$ cat src/rtl/memory_read_responder_pkg.sv
// Shared types, state encodings and helpers for memory_read_responder.
package memory_read_responder_pkg;

    localparam int unsigned XLEN    = 32;
    localparam int unsigned STATE_W = 2;

    typedef logic [XLEN-1:0]    regval_t;
    typedef logic [STATE_W-1:0] resp_state_t;

    localparam logic [1:0] ST_IDLE      = 2'd0;
    localparam logic [1:0] ST_REQUEST   = 2'd1;
    localparam logic [1:0] ST_WAIT_DATA = 2'd2;
    localparam logic [1:0] ST_RESPOND   = 2'd3;

    // Registered Avalon-MM read command
    typedef struct packed {
        logic    read;
        regval_t address;
    } avm_req_t;

    // Clear the low lsb bits so the result addresses a whole word
    function automatic regval_t word_align(input regval_t addr, input int unsigned lsb);
        regval_t mask;
        mask = ~((regval_t'(1) << lsb) - regval_t'(1));
        return addr & mask;
    endfunction

endpackage

$ cat src/rtl/memory_read_responder_bus_timeout_counter.sv
// Counts cycles while count is high; expired rises after TIMEOUT_CYCLES counted cycles.
module bus_timeout_counter #(
    parameter int unsigned TIMEOUT_CYCLES = 255
) (
    input  logic clock,
    input  logic reset_n,
    input  logic clear,
    input  logic count,
    output logic expired
);

    localparam int unsigned CNT_W = $clog2(TIMEOUT_CYCLES + 1);

    logic [CNT_W-1:0] cnt;

    always_ff @(posedge clock or negedge reset_n) begin
        if (!reset_n) begin
            cnt     <= '0;
            expired <= 1'b0;
        end else if (clear) begin
            cnt     <= '0;
            expired <= 1'b0;
        end else if (count && !expired) begin
            cnt <= cnt + CNT_W'(1);
            if (cnt == CNT_W'(TIMEOUT_CYCLES - 1)) begin
                expired <= 1'b1;
            end
        end
    end

endmodule

$ cat src/rtl/memory_read_responder.sv
// Turns level-held pipeline read requests into single Avalon-MM reads and holds the result.
// Optional read timeout with sticky bus_error: define MEMORY_READ_RESPONDER_TIMEOUT_EN.
module memory_read_responder
    import memory_read_responder_pkg::*;
#(
    parameter int unsigned TIMEOUT_CYCLES = 255,
    parameter int unsigned ADDR_LSB       = 2
) (
    input  logic    clock,
    input  logic    reset_n,
    input  logic    address_enable,
    input  regval_t address,
    output logic    data_valid,
    output regval_t data,
    input  logic    invalidate,
    input  regval_t invalidate_address,
    output logic    avm_read,
    output regval_t avm_address,
    input  logic    avm_waitrequest,
    input  logic    avm_readdatavalid,
    input  regval_t avm_readdata,
    output logic    bus_error
);

    resp_state_t state, state_nxt;
    regval_t     latched, latched_nxt;
    logic        stale, stale_nxt;
    avm_req_t    req, req_nxt;
    regval_t     data_q, data_nxt;
    logic        bus_error_q, bus_error_nxt;

    logic        same_word;
    logic        inv_match;
    logic        abandon;
    logic        timeout_hit;
    logic        done;
    regval_t     done_data;

    assign same_word = (word_align(address, ADDR_LSB) == word_align(latched, ADDR_LSB));
    assign inv_match = invalidate &&
                       (word_align(invalidate_address, ADDR_LSB) == word_align(latched, ADDR_LSB));
    // Requester no longer wants the in-flight word, or a store just overwrote it
    assign abandon   = !address_enable || !same_word || inv_match;

`ifdef MEMORY_READ_RESPONDER_TIMEOUT_EN
    bus_timeout_counter #(
        .TIMEOUT_CYCLES (TIMEOUT_CYCLES)
    ) u_timeout (
        .clock   (clock),
        .reset_n (reset_n),
        .clear   (state != ST_WAIT_DATA),
        .count   (state == ST_WAIT_DATA),
        .expired (timeout_hit)
    );
`else
    logic unused_timeout_cfg;
    assign unused_timeout_cfg = ^TIMEOUT_CYCLES;
    assign timeout_hit        = 1'b0;
`endif

    // State and registered outputs
    always_ff @(posedge clock or negedge reset_n) begin
        if (!reset_n) begin
            state       <= ST_IDLE;
            latched     <= '0;
            stale       <= 1'b0;
            req         <= '0;
            data_q      <= '0;
            bus_error_q <= 1'b0;
        end else begin
            state       <= state_nxt;
            latched     <= latched_nxt;
            stale       <= stale_nxt;
            req         <= req_nxt;
            data_q      <= data_nxt;
            bus_error_q <= bus_error_nxt;
        end
    end

    // Next-state and next-output logic
    always_comb begin
        state_nxt     = state;
        latched_nxt   = latched;
        stale_nxt     = stale;
        req_nxt       = req;
        data_nxt      = data_q;
        bus_error_nxt = bus_error_q;
        done          = 1'b0;
        done_data     = '0;

        case (state)
            ST_IDLE: begin
                if (address_enable) begin
                    latched_nxt     = address;
                    req_nxt.read    = 1'b1;
                    req_nxt.address = word_align(address, ADDR_LSB);
                    state_nxt       = ST_REQUEST;
                end
            end
            ST_REQUEST: begin
                if (abandon) begin
                    stale_nxt = 1'b1;
                end
                if (!avm_waitrequest) begin
                    req_nxt.read = 1'b0;
                    state_nxt    = ST_WAIT_DATA;
                    if (avm_readdatavalid) begin
                        done      = 1'b1;
                        done_data = avm_readdata;
                    end
                end
            end
            ST_WAIT_DATA: begin
                if (abandon) begin
                    stale_nxt = 1'b1;
                end
                if (avm_readdatavalid) begin
                    done      = 1'b1;
                    done_data = avm_readdata;
                end else if (timeout_hit) begin
                    done          = 1'b1;
                    done_data     = '0;
                    bus_error_nxt = 1'b1;
                end
            end
            ST_RESPOND: begin
                if (inv_match || !address_enable) begin
                    state_nxt = ST_IDLE;
                end else if (!same_word) begin
                    latched_nxt     = address;
                    req_nxt.read    = 1'b1;
                    req_nxt.address = word_align(address, ADDR_LSB);
                    state_nxt       = ST_REQUEST;
                end
            end
            default: begin
                state_nxt = ST_IDLE;
            end
        endcase

        // Completed transaction: deliver, or drop and let IDLE refetch next cycle
        if (done) begin
            if (stale || abandon) begin
                stale_nxt = 1'b0;
                state_nxt = ST_IDLE;
            end else begin
                data_nxt  = done_data;
                state_nxt = ST_RESPOND;
            end
        end
    end

    assign data_valid  = (state == ST_RESPOND) && address_enable && same_word && !stale;
    assign data        = data_q;
    assign avm_read    = req.read;
    assign avm_address = req.address;
`ifdef MEMORY_READ_RESPONDER_TIMEOUT_EN
    assign bus_error   = bus_error_q;
`else
    assign bus_error   = 1'b0;
`endif

endmodule

$ cat config.mk
export PLATFORM = sky130hd
export DESIGN_NAME = memory_read_responder
export DESIGN_NICKNAME = d
export VERILOG_FILES = /design/src/rtl/memory_read_responder_pkg.sv /design/src/rtl/memory_read_responder_bus_timeout_counter.sv /design/src/rtl/memory_read_responder.sv
export SDC_FILE = /design/constraint.sdc
export NUM_CORES = 1
export LEC_CHECK = 0
export CORE_ASPECT_RATIO = 1.1
export CORE_MARGIN = 2
export CORE_UTILIZATION = 38
export DETAILED_ROUTE_END_ITERATION = 10
export HOLD_SLACK_MARGIN = 0.08
export PLACE_DENSITY_LB_ADDON = 0.15
export RECOVER_POWER = 50
export SYNTH_ARGS = -nofsm -noshare
export SYNTH_HDL_FRONTEND = slang
export SYNTH_HIERARCHICAL = 1
export SYNTH_SLANG_ARGS = --single-unit
$ cat constraint.sdc
create_clock -name clock -period 2.35 [get_ports clock]
set_clock_uncertainty 0.2 [all_clocks]
set_input_delay 0.47 -clock clock [delete_from_list [all_inputs] [get_ports clock]]
set_output_delay 0.47 -clock clock [all_outputs]
set_load 0.005 [all_outputs]
# Word level (Yosys, flattened, before mapping)
# Cells that the tools add are included.
# Widths: inputs -> output; s select.
[totals] regBits=100 inputBits=102 output_inout_bits=67
[classes] eq_ne=12 mux=27 bitwise_logic=1 n_reduce_logical=20
[ops] operator="$pmux 32 s2" count=3
[ops] operator="$mux 32" count=5
[ops] operator="$mux 33" count=3
[ops] operator="$eq 30x30->1" count=2
[ops] operator="$mux 2" count=6
[ops] operator="$ne 2x2->1 const B" count=4
[ops] operator="$reduce_and 4->1" count=2
[ops] operator="$mux 1" count=7
[ops] operator="$ne 3x3->1 const B" count=2
[ops] operator="$pmux 2 s3" count=1
[ops] operator="$reduce_and 5->1" count=1
[ops] operator="$eq 2x2->1 const B" count=2
[ops] operator="$logic_and 1x1->1" count=4
[ops] operator="$logic_or 1x1->1" count=4
[ops] operator="$ne 4x4->1 const B" count=1
[ops] operator="$reduce_bool 4->1" count=1
[ops] operator="$logic_not 1->1" count=3
[ops] operator="$pmux 1 s3" count=1
[ops] operator="$reduce_bool 3->1" count=1
[ops] operator="$eq 2x1->1 const B" count=1
[ops] operator="$logic_not 2->1" count=1
[ops] operator="$pmux 1 s2" count=1
[ops] operator="$reduce_and 2->1" count=1
[ops] operator="$reduce_bool 2->1" count=1
[ops] operator="2 further kinds" count=2

# Depth between registers and ports, before layout
[depth] depth_word=8 depth_mapped=9

# Worst setup path after synthesis
# No wires, ideal clock.
[synth_timing] path_kind="in2reg" startpoint="input invalidate_address[20]" endpoint="register data_q[10], in the netlist data[10]" setup_time_ps=125 arrival_time_ps=2276 required_time_ps=2025 path_slack_ps=-251 stages=7 cell_sequence="xnor2_1 > nand4_1 > or4_4 > nor4_4 > nand4b_4 > buf_6 > mux2_2"
[synth_between] elab_chain_len=6
[synth_rtl] item="start, declared" line="memory_read_responder.sv:16" source="input regval_t invalidate_address,"
[synth_rtl] item="$eq 30x30->1" line="memory_read_responder.sv:41" source="(word_align(invalidate_address, ADDR_LSB) == word_align(latched, ADDR_LSB));"
[synth_rtl] item="$logic_and 1x1->1" line="memory_read_responder.sv:40" source="assign inv_match = invalidate &&"
[synth_rtl] item="$logic_or 1x1->1" line="memory_read_responder.sv:43" source="assign abandon = !address_enable || !same_word || inv_match;"
[synth_rtl] item="$logic_or 1x1->1" line="memory_read_responder.sv:143" source="if (stale || abandon) begin"
[synth_rtl] item="$not 1->1 (no source line)"
[synth_rtl] item="$reduce_and 2->1 (no source line)"
[synth_rtl] item="end signal, assigned" line="memory_read_responder.sv:75" source="data_q <= data_nxt;"
[synth_rtl] item="end, declared" line="memory_read_responder.sv:29" source="regval_t data_q, data_nxt;"
# No other way between the ends.
# A chain may end at the register's enable or synchronous reset.

# Final worst setup path
[layout_timing] startpoint="input invalidate_address[10]" endpoint="register latched[17]"
[layout_between] elab_chain_len=5
[layout_rtl] item="$eq 30x30->1" line="memory_read_responder.sv:41"
[layout_rtl] item="$logic_and 1x1->1" line="memory_read_responder.sv:40"
[layout_rtl] item="$logic_or 1x1->1" line="memory_read_responder.sv:127" source="if (inv_match || !address_enable) begin"
[layout_rtl] item="$ne 2x2->1 (no source line)"
[layout_rtl] item="$reduce_and 4->1 (no source line)"
[layout_rtl] item="end signal, assigned" line="memory_read_responder.sv:72" source="latched <= latched_nxt;"
[layout_rtl] item="end, declared" line="memory_read_responder.sv:26" source="regval_t latched, latched_nxt;"
# No other way between the ends.

==> impl_metrics.json <==
{
  "endpoint": "latched[17]$_DFFE_PN0P_",
  "io_buffers": 161,
  "reg2reg_slack_ns": -0.49,
  "setup_viol": 67,
  "path_clk_slew_ns": 0.08,
  "period_share_pct": 122,
  "drcViolationCount": 0,
  "slowest_stage": "or4_4",
  "min_path_type": "reg2reg",
  "utilization_pct": 68.1,
  "p_per_area_nw_per_um2": 1010,
  "synth_xor_area_share_pct": 13.9,
  "dr.pass1.iters": 4,
  "die-height_um": 108,
  "yosys.area_share.simple_pct": 17.8,
  "p_leak_nw": 3.00,
  "maxCapViolations": 0,
  "mostFrequentLayoutCells": "clkdlybuf4s50_1, nand2_1, dfrtp_1, buf_4",
  "vdd_drop_max_mv": 0.471,
  "fin_ws_ns": -0.522,
  "drv_slew": 0,
  "worst_r2r_endpoint": "latched[17]$_DFFE_PN0P_",
  "wirelength_um": 12300,
  "rsz0062_at_grt": "yes",
  "layout-drive-gt1-share_pct": 27.4,
  "hold_viol": 0,
  "cp_slowest_stage_delay_ns": 0.57,
  "clk_latency_ns": 0.35,
  "hold-worst-slack_ns": 0.313,
  "outcome": "complete, but fails checks",
  "ys_types": 32,
  "core_um2": 9750,
  "tightest_slew_ns": 0.951,
  "drt_iter0_drc": 204,
  "placed_cell_area_um2": 6030,
  "startpoint": "invalidate_address[10]",
  "ys_seq_elements": 66,
  "vias": 3696,
  "clkSinkCount": 66,
  "synth_top_family_by_area": "simple AND/OR/NAND/NOR gates",
  "path_cells": "clkdlybuf4s50_1 -> xnor2_2 -> nand4_1 -> or4_4 -> nor4_4 -> buf_4 -> nor3_4 -> a21oi_4 -> clkbuf_16 -> o221ai_1",
  "endpoint_kind": "register",
  "postSynthAreaPerCell_um2": 10.4,
  "syn_area_um2": 3770,
  "cts_root_buffer": "clkbuf_8",
  "ys_seq_area_share_pct": 43.8,
  "pin_count": 169,
  "layoutNonFillerInstCount": 714,
  "crit_path_start_kind": "input port",
  "synth_adder_area_share_pct": 1.33,
  "antenna_found_initial": 0,
  "r2r_start": "latched[27]$_DFFE_PN0P_",
  "max_freq_ghz": 0.348,
  "yosysWarnings": 6,
  "grt_first_pass_wirelength_um": 18300,
  "grt_overflow_total": 0,
  "antenna_cells": 0,
  "fin_nets": 695,
  "ant_nets": 0,
  "synthCells": 363,
  "initial_utilization_pct": 38.7,
  "place_ws_ns": -0.962,
  "wl_per_cell_um": 17.2,
  "track_usage_pct": 21.6,
  "die-area_um2": 10700,
  "synth_compound_area_share_pct": 9.56,
  "arrival_ns": 2.87,
  "area_delta_synth_final_pct": 76.0,
  "path_class": "in2reg",
  "fillers": 794,
  "violations": "setup timing",
  "dp.cells": 683,
  "numCtsBuffers": 9,
  "viasPerCell": 5.18,
  "grt_pass1_vias": 3623,
  "slew_headroom_pct": 36.6,
  "cts_htree_levels": 3,
  "crit_required_ns": 2.35,
  "grt_max_degree": 67,
  "place.gp.congestion": 0.923,
  "path_delay_family": "buffers and inverters",
  "worstPathMaxFanout": 8,
  "rr_worst_depth": 10,
  "path_buf_inv": 3,
  "cts_tree": "done",
  "synthMuxAreaShare_pct": 9.56,
  "min_period_ns": 2.87,
  "final_common_cell": "clkdlybuf4s50_1",
  "design_area_um2": 6640,
  "dp_hpwl_um": 8200,
  "clock_path_buffers": 2,
  "row_count": 38,
  "die_w_um": 99.0,
  "p_total_mw": 6.73,
  "fin_setup_tns_ns": -31.16,
  "crit_cells": 10
}
-- layout make-up --
cell class	instances	area [µm²]	area share, %
Inverter	4	15.0	0.226
Multi-Input combinational cell	272	2330	35.1
Clock inverter	5	37.5	0.566
Timing Repair Buffer	236	2290	34.6
Tap cell	120	150	2.26
Sequential cell	66	1660	24.9
Clock buffer	11	151	2.28
-- where the power goes --
part	internal [mW]	total (mW)	switching, mW
clock	0.444	0.910	0.466
combinational	2.22	4.07	1.86
sequential	1.45	1.75	0.297
-- Yosys cell counts --
cell type  number  area [µm²]
a211oi_1        1        7.51
a21oi_1         1        5.00
a21oi_2         1        8.76
a22oi_1         1        7.51
a31oi_1         1        6.26
buf_4           6        45.0
buf_6           3        33.8
clkbuf_1       14        52.6
conb_1          1        3.75
dfrtp_1        66        1650
ha_1            4        50.1
inv_1           4        15.0
mux2_1          2        22.5
mux2_2         30         338
nand2_1        63         236
nand2b_1       30         188
nand3b_1        1        7.51
nand4_1        11        68.8
nand4b_4        1        23.8
nor2_1          7        26.3
nor2b_1         2        12.5
nor3_1          4        20.0
nor4_1          9        56.3
nor4_4          1        21.3
o211ai_1        3        22.5
o21ai_0         1        5.00
o221ai_1       32         280
o31a_1          1        8.76
o41ai_1         1        8.76
or4_4           1        11.3
xnor2_1        26         228
xor2_1         34         298
-- cells by family (layout without fill, tap and decap cells) --
| group | Yosys count | in the layout |
|---|---|---|
| other | 1 | 3 |
| AOI/OAI and AO/OA | 43 | 43 |
| and+or+nand+nor | 130 | 130 |
| adders and majority gates | 4 | 4 |
| muxes | 32 | 32 |
| DFF | 66 | 66 |
| xor gates and xnor gates | 60 | 60 |
| buffers and inverters | 27 | 256 |
-- registers in the layout, indices dropped and copies added, names as in the netlist --
register and cells:
data 32, avm_read 1, latched 30, stale 1
state 2
-- layer usage --
metal | global-route usage (%) | wire (µm) | vias to the layer above
met5 | 0 | 0 | -
met4 | 7.14 | 244 | 0
met3 | 6.27 | 1100 | 19
met2 | 35.5 | 6080 | 167
met1 | 27.5 | 4870 | 1784
li1 | - | - | 1726
-- worst min-delay path by stage --
stage,cells after the start,startpoint,slack (ns),end
6_report,1,data[31]$_DFFE_PN0P_,0.31,data[31]$_DFFE_PN0P_
3_5_place_dp,1,data[29]$_DFFE_PN0P_,0.29,data[29]$_DFFE_PN0P_
2_1_floorplan,0,reset_n,-0.03,avm_read$_DFFE_PN0P_
3_3_place_gp,1,data[1]$_DFFE_PN0P_,0.29,data[1]$_DFFE_PN0P_
5_1_grt,1,data[31]$_DFFE_PN0P_,0.33,data[31]$_DFFE_PN0P_
4_1_cts,1,data[15]$_DFFE_PN0P_,0.32,data[15]$_DFFE_PN0P_
-- timing repair --
item	CTS	global route
gates cloned	0	6
resized for setup	33	33
buffers inserted	5	3
endpoints found under the hold margin	66	0
pin swaps	12	18
hold buffers	1	0
setup endpoints to repair	67	67
Power figures use the tool's default switching activity.
